### src/rtl/dotprod_pkg.sv
// Shared constants and FSM state encoding for the dot-product operand feeder.
package dotprod_pkg;

  localparam int DP_N       = 8;
  localparam int DP_W       = 32;
  localparam int DP_RW      = 2 * DP_W;
  localparam int DP_TIMEOUT = 200;

  typedef enum logic [1:0] {
    ST_LOAD  = 2'd0,
    ST_START = 2'd1,
    ST_WAIT  = 2'd2,
    ST_OUT   = 2'd3
  } state_t;

endpackage

### src/rtl/dp_timeout_cnt.sv
// Cycle counter that bounds how long the feeder waits for the dotprod to finish.
// expired flags the cycle whose increment would bring the count to TIMEOUT,
// so the caller can leave on that same edge after exactly TIMEOUT waiting cycles.
module dp_timeout_cnt
  import dotprod_pkg::*;
#(
  parameter int TIMEOUT = DP_TIMEOUT
) (
  input  logic clk,
  input  logic rst,
  input  logic clear,
  input  logic enable,
  output logic expired
);

  localparam int CW = $clog2(TIMEOUT + 1);
  localparam logic [CW-1:0] LAST_CNT = CW'(TIMEOUT - 1);

  logic [CW-1:0] cnt_q, cnt_d;

  // Next count: clear has priority, otherwise count enabled cycles
  always_comb begin
    cnt_d = cnt_q;
    if (clear) begin
      cnt_d = '0;
    end else if (enable) begin
      cnt_d = cnt_q + 1'b1;
    end
  end

  assign expired = enable && (cnt_q == LAST_CNT);

  // Count register
  always_ff @(posedge clk or posedge rst) begin
    if (rst) begin
      cnt_q <= '0;
    end else begin
      cnt_q <= cnt_d;
    end
  end

endmodule

### src/rtl/dotprod_feeder.sv
// Collects 2N stream words into operand registers a/b, fires a one-cycle start
// to the dotprod engine, waits (bounded) for done and offers the captured result
// through a valid/ready handshake. The a0..a7/b0..b7 port list assumes N = 8.
module dotprod_feeder
  import dotprod_pkg::*;
#(
  parameter int N       = DP_N,
  parameter int W       = DP_W,
  parameter int TIMEOUT = DP_TIMEOUT
) (
  input  logic           clk,
  input  logic           rst,
  input  logic           in_valid,
  output logic           in_ready,
  input  logic [W-1:0]   in_data,
  output logic [W-1:0]   a0,
  output logic [W-1:0]   a1,
  output logic [W-1:0]   a2,
  output logic [W-1:0]   a3,
  output logic [W-1:0]   a4,
  output logic [W-1:0]   a5,
  output logic [W-1:0]   a6,
  output logic [W-1:0]   a7,
  output logic [W-1:0]   b0,
  output logic [W-1:0]   b1,
  output logic [W-1:0]   b2,
  output logic [W-1:0]   b3,
  output logic [W-1:0]   b4,
  output logic [W-1:0]   b5,
  output logic [W-1:0]   b6,
  output logic [W-1:0]   b7,
  output logic           start,
  input  logic           done,
  input  logic [2*W-1:0] result,
  output logic           res_valid,
  input  logic           res_ready,
  output logic [2*W-1:0] res_data,
  output logic           res_err
);

  localparam int RW = 2 * W;
  localparam int CW = $clog2(2 * N);
  localparam int IW = $clog2(N);
  localparam logic [CW-1:0] N_IDX    = CW'(N);
  localparam logic [CW-1:0] LAST_IDX = CW'(2 * N - 1);

  state_t          state_q, state_d;
  logic [CW-1:0]   cnt_q, cnt_d;
  logic            live_q, live_d;
  logic [W-1:0]    a_q [N];
  logic [W-1:0]    a_d [N];
  logic [W-1:0]    b_q [N];
  logic [W-1:0]    b_d [N];
  logic [RW-1:0]   res_data_q, res_data_d;
  logic            res_err_q, res_err_d;
  logic            accept;
  logic            tmo_clear;
  logic            tmo_enable;
  logic            tmo_expired;

  // live_q holds in_ready low until the first edge after reset is released
  assign in_ready   = live_q && (state_q == ST_LOAD);
  assign accept     = in_valid && in_ready;
  assign start      = (state_q == ST_START);
  assign res_valid  = (state_q == ST_OUT);
  assign res_data   = res_data_q;
  assign res_err    = res_err_q;
  assign tmo_clear  = (state_q != ST_WAIT);
  assign tmo_enable = (state_q == ST_WAIT) && !done;

  dp_timeout_cnt #(
    .TIMEOUT (TIMEOUT)
  ) u_timeout (
    .clk     (clk),
    .rst     (rst),
    .clear   (tmo_clear),
    .enable  (tmo_enable),
    .expired (tmo_expired)
  );

  // Next-state logic: operand loading, start pulse, bounded wait, result hand-off
  always_comb begin
    state_d    = state_q;
    cnt_d      = cnt_q;
    live_d     = 1'b1;
    a_d        = a_q;
    b_d        = b_q;
    res_data_d = res_data_q;
    res_err_d  = res_err_q;
    case (state_q)
      ST_LOAD: begin
        if (accept) begin
          if (cnt_q < N_IDX) begin
            a_d[IW'(cnt_q)] = in_data;
          end else begin
            b_d[IW'(cnt_q - N_IDX)] = in_data;
          end
          if (cnt_q == LAST_IDX) begin
            cnt_d   = '0;
            state_d = ST_START;
          end else begin
            cnt_d = cnt_q + 1'b1;
          end
        end
      end
      ST_START: begin
        state_d = ST_WAIT;
      end
      ST_WAIT: begin
        if (done) begin
          res_data_d = result;
          res_err_d  = 1'b0;
          state_d    = ST_OUT;
        end else if (tmo_expired) begin
          res_data_d = '0;
          res_err_d  = 1'b1;
          state_d    = ST_OUT;
        end
      end
      ST_OUT: begin
        if (res_ready) begin
          state_d = ST_LOAD;
        end
      end
      default: begin
        state_d = ST_LOAD;
      end
    endcase
  end

  // State, counter, operand and result registers
  always_ff @(posedge clk or posedge rst) begin
    if (rst) begin
      state_q    <= ST_LOAD;
      cnt_q      <= '0;
      live_q     <= 1'b0;
      a_q        <= '{default: '0};
      b_q        <= '{default: '0};
      res_data_q <= '0;
      res_err_q  <= 1'b0;
    end else begin
      state_q    <= state_d;
      cnt_q      <= cnt_d;
      live_q     <= live_d;
      a_q        <= a_d;
      b_q        <= b_d;
      res_data_q <= res_data_d;
      res_err_q  <= res_err_d;
    end
  end

  assign a0 = a_q[0];
  assign a1 = a_q[1];
  assign a2 = a_q[2];
  assign a3 = a_q[3];
  assign a4 = a_q[4];
  assign a5 = a_q[5];
  assign a6 = a_q[6];
  assign a7 = a_q[7];
  assign b0 = b_q[0];
  assign b1 = b_q[1];
  assign b2 = b_q[2];
  assign b3 = b_q[3];
  assign b4 = b_q[4];
  assign b5 = b_q[5];
  assign b6 = b_q[6];
  assign b7 = b_q[7];

endmodule

### config.mk
export PLATFORM = sky130hd
export DESIGN_NAME = dotprod_feeder
export DESIGN_NICKNAME = d
export VERILOG_FILES = /design/src/rtl/dotprod_pkg.sv /design/src/rtl/dp_timeout_cnt.sv /design/src/rtl/dotprod_feeder.sv
export SDC_FILE = /design/constraint.sdc
export NUM_CORES = 1
export LEC_CHECK = 0
export ABC_AREA = 1
export BUFFER_PORTS_ARGS = -buffer_cell sky130_fd_sc_hd__buf_4
export CAP_MARGIN = 20
export CORE_AREA = 2 2 264 266
export CTS_BUF_LIST = sky130_fd_sc_hd__clkbuf_4
export DETAILED_ROUTE_END_ITERATION = 12
export DIE_AREA = 0 0 266 268
export PLACE_DENSITY = 0.65
export SETUP_SLACK_MARGIN = 0.3
export SYNTH_ARGS = -nofsm -noshare
export SYNTH_HDL_FRONTEND = slang
export SYNTH_SLANG_ARGS = --single-unit
### constraint.sdc
create_clock -name clk -period 22.8 [get_ports clk]
set_clock_uncertainty 0.2 [all_clocks]
set_input_delay 0 -clock clk [delete_from_list [all_inputs] [get_ports clk]]
set_output_delay 0 -clock clk [all_outputs]
set_load 0.005 [all_outputs]
==> run metrics <==
status complete, no violations; most common cell in the netlist nand2_1; Antenna Nets Post-Route 0; CP max FO 109; antenna violations before repair 3; post-route cell area ~33,000 um^2; max-cap violations 0; WP data arrival between 5 and 6 ns; worst hold margin approximately 0.13 ns; Final min period about 4.6 ns; fmax about 0.22 GHz; Clock transition at path regs roughly 0.06 ns; pre-CTS setup slack 18.19 ns; highest-delay cell along the critical path buf_4; largest net degree at the start of global routing 135; CP delay by family, top buffers and inverters; clk sinks roughly 600; Die ar. 71,290 um^2; multi-input logic area around 6000 um^2; IO Port Bufs 680; Synth area leader dfrtp_1; total track usage 23.07%; Final Cycle Share 20.37%; area grow syn2layout 52.26%; Finished Layout Cells 4,159; Slew Limit Fails 0; syn nets roughly 2,200; Mean Syn Cell Area around 10 um^2; Startpoint Class input port; HPWL Detailed about 50 mm; CTS buffer count 160; Primary FF master, synth dfrtp_1; RSZ-0062 raised after global routing no; Synth Instances 2,117; Setup Crit Path Kind in2async; slowest stage delay, CP slightly below 0.9 ns; multiplexer share of the synthesized area 0%; starting DRC count in detailed routing between 1,500 and 2,000; sequential fraction of the synthesis area between 60% and 70%; H-tree depth 4; clock buffer depth 3; DRC 0; final setup margin 18.16 ns; Synth Area in Adders less than 1%; post-CTS sizing 0; Mapped Area roughly 21,000 um^2; yosys warns 0; CTS tree built; Final Hold Vio Count 0; Core Box Area just under 70,000 um^2; top cells by count, synth 679 x nand2_1, 592 x dfrtp_1, 430 x o21ai_0; Vert. Die Dim 268 um; clk root buf clkbuf_4; Core Util, Final 47.78%; Peak supply drop around 0.00006 V; Worst slew margin between 30% and 40%; Compound-Gate Fraction of Synth Area 12.27%; Sum Neg Setup Slack 0 ns; Final Net Count roughly 3,300; Synth Area in XOR/XNOR 0.04090%; main area contributors after synthesis dfrtp_1 69%, nand2_1 12%, o21ai_0 10%; Seq cells post-synth approximately 590; largest family of logic cells by synthesized area simple AND/OR/NAND/NOR gates; post-DR wirelength/cell between 20 and 25 um; Distinct cells, synth 24; Via density 4.783; Pwr per Cell Area ~130 nW/um^2; vias 19,890; drt total wl between 80 and 90 mm; Rows 96; final setup violation count 0; 1st-pass router iterations 5; fill count between 6,000 and 7,000; global-route wire length before repair about 120 mm; Worst Path Required about 24 ns; leakage power total about 17 nW; worst path cell trace dlygate4sd3_1 -> buf_4 -> dlygate4sd3_1 -> inv_8 -> buf_4 -> buf_4 -> buf_4 -> buf_4; CP bufs+invs 8; layout cell share with drive strength beyond 1 30.02%; vias in the first global route 20,130; asr flop ratio synth 100.0%; clk_lat worst skew a little over 0.9 ns; Overflow after GRT 0; Hold Crit Class in2async; Setup crit end kind asynchronous set/reset pin; Most common cell on crit path buf_4; Die X around 270 um; DP Cell Count about 3,600; IO Pins around 700; simple-gate share of the synthesized area roughly 15%; post-synth top area share between 60% and 70%; dpl cell area 27,260 um^2; Initial Util a little under a third; Post-synth EDFFs 0; Register Area between 10,000 and 15,000 um^2; Worst-Margin Slew 0.9726 ns; placer congestion estimate approximately 0.8; Final Total Pwr roughly 4.1 mW
-- worst min-delay path, stage by stage --
cell	delay, ns
dlygate4sd3_1	0.54
buf_4	0.13
dlygate4sd3_1	0.63
inv_8	0.51
-- flip-flops by register name (all words and copies together) (netlist names), 2 cells and up --
register	cells
a6	32
b0	32
b1	32
b2	32
cnt_q	4
b3	32
a0	32
state_q	2
a5	32
a3	32
a1	32
u_timeout.cnt_q	8
b6	32
b4	32
a4	32
b5	32
a2	32
res_data	64
b7	32
a7	32
-- final cells by class --
cell class	instances	area share, %
antenna	6	0.04605
clock buffer	235	5.411
sequential	592	45.44
clock inverter	43	0.8866
timing repair buffer	1028	26.27
multi-input combinational	1321	17.94
tap	882	3.385
inverter	52	0.6217
-- power breakdown --
part	leakage (nW)	switching (mW)	total (mW)	internal, mW
registers	7.85	0.260	1.72	1.46
clock network	1.20	0.470	0.970	0.500
logic	7.47	0.638	1.44	0.797
-- cell usage in the layout (no fill, tap or decap), drive strengths merged --
| cell type | instances |
|---|---|
| o21ai | 519 |
| nand3 | 72 |
| a22o | 1 |
| dfrtp | 592 |
| inv | 59 |
| diode | 6 |
| nor3 | 7 |
| clkbuf | 235 |
| dlygate4sd3 | 323 |
| clkinv | 30 |
| buf | 705 |
| xor2 | 1 |
| clkinvlp | 4 |
| nand3b | 1 |
| nor2 | 19 |
| a21oi | 3 |
| nand4 | 2 |
| nand2 | 687 |
| o22ai | 1 |
| bufinv | 2 |
| ha | 6 |
| conb | 1 |
| or2 | 1 |
-- routing by layer --
metal  up-vias  track usage (%)  routed length [um]
met1      9631            25.88               31190
li1       9048                -                   -
met3       235            8.714                8121
met5         -                0                   0
met4         0            12.51                4107
met2       979            38.14               40380
-- worst paths after layout --
| kind | endpoint | cells past startpoint | slack (ns) | startpoint |
|---|---|---|---|---|
| setup / recovery | a3[10] | 8 | 18.16 | rst |
| hold / removal | b2[28] | 4 | 0.13 | rst |
| setup reg to reg | res_data[58] | 9 | 19.38 | state_q[0] |
| hold reg to reg | a7[19] | 2 | 0.28 | a7[19] |
| max in group clk | res_data[58] | 9 | 19.38 | state_q[0] |
| min in group clk | b7[16] | 4 | 0.14 | in_data[16] |
-- what timing repair did --
item | CTS | global route
buffers inserted | 0 | 0
hold endpoints to repair | 908 | 0
hold buffers | 323 | 0
-- logic make-up (layout without fill, tap and decap cells) --
family,Yosys count,after routing
adder cells (fa/ha/maj),6,6
other,1,7
buffers and inverters,204,1358
AO/OA/AOI/OAI,524,524
AND/OR/NAND/NOR,789,789
flip-flops,592,592
XOR/XNOR,1,1
No activity file was read; power rests on OpenSTA's default activity.
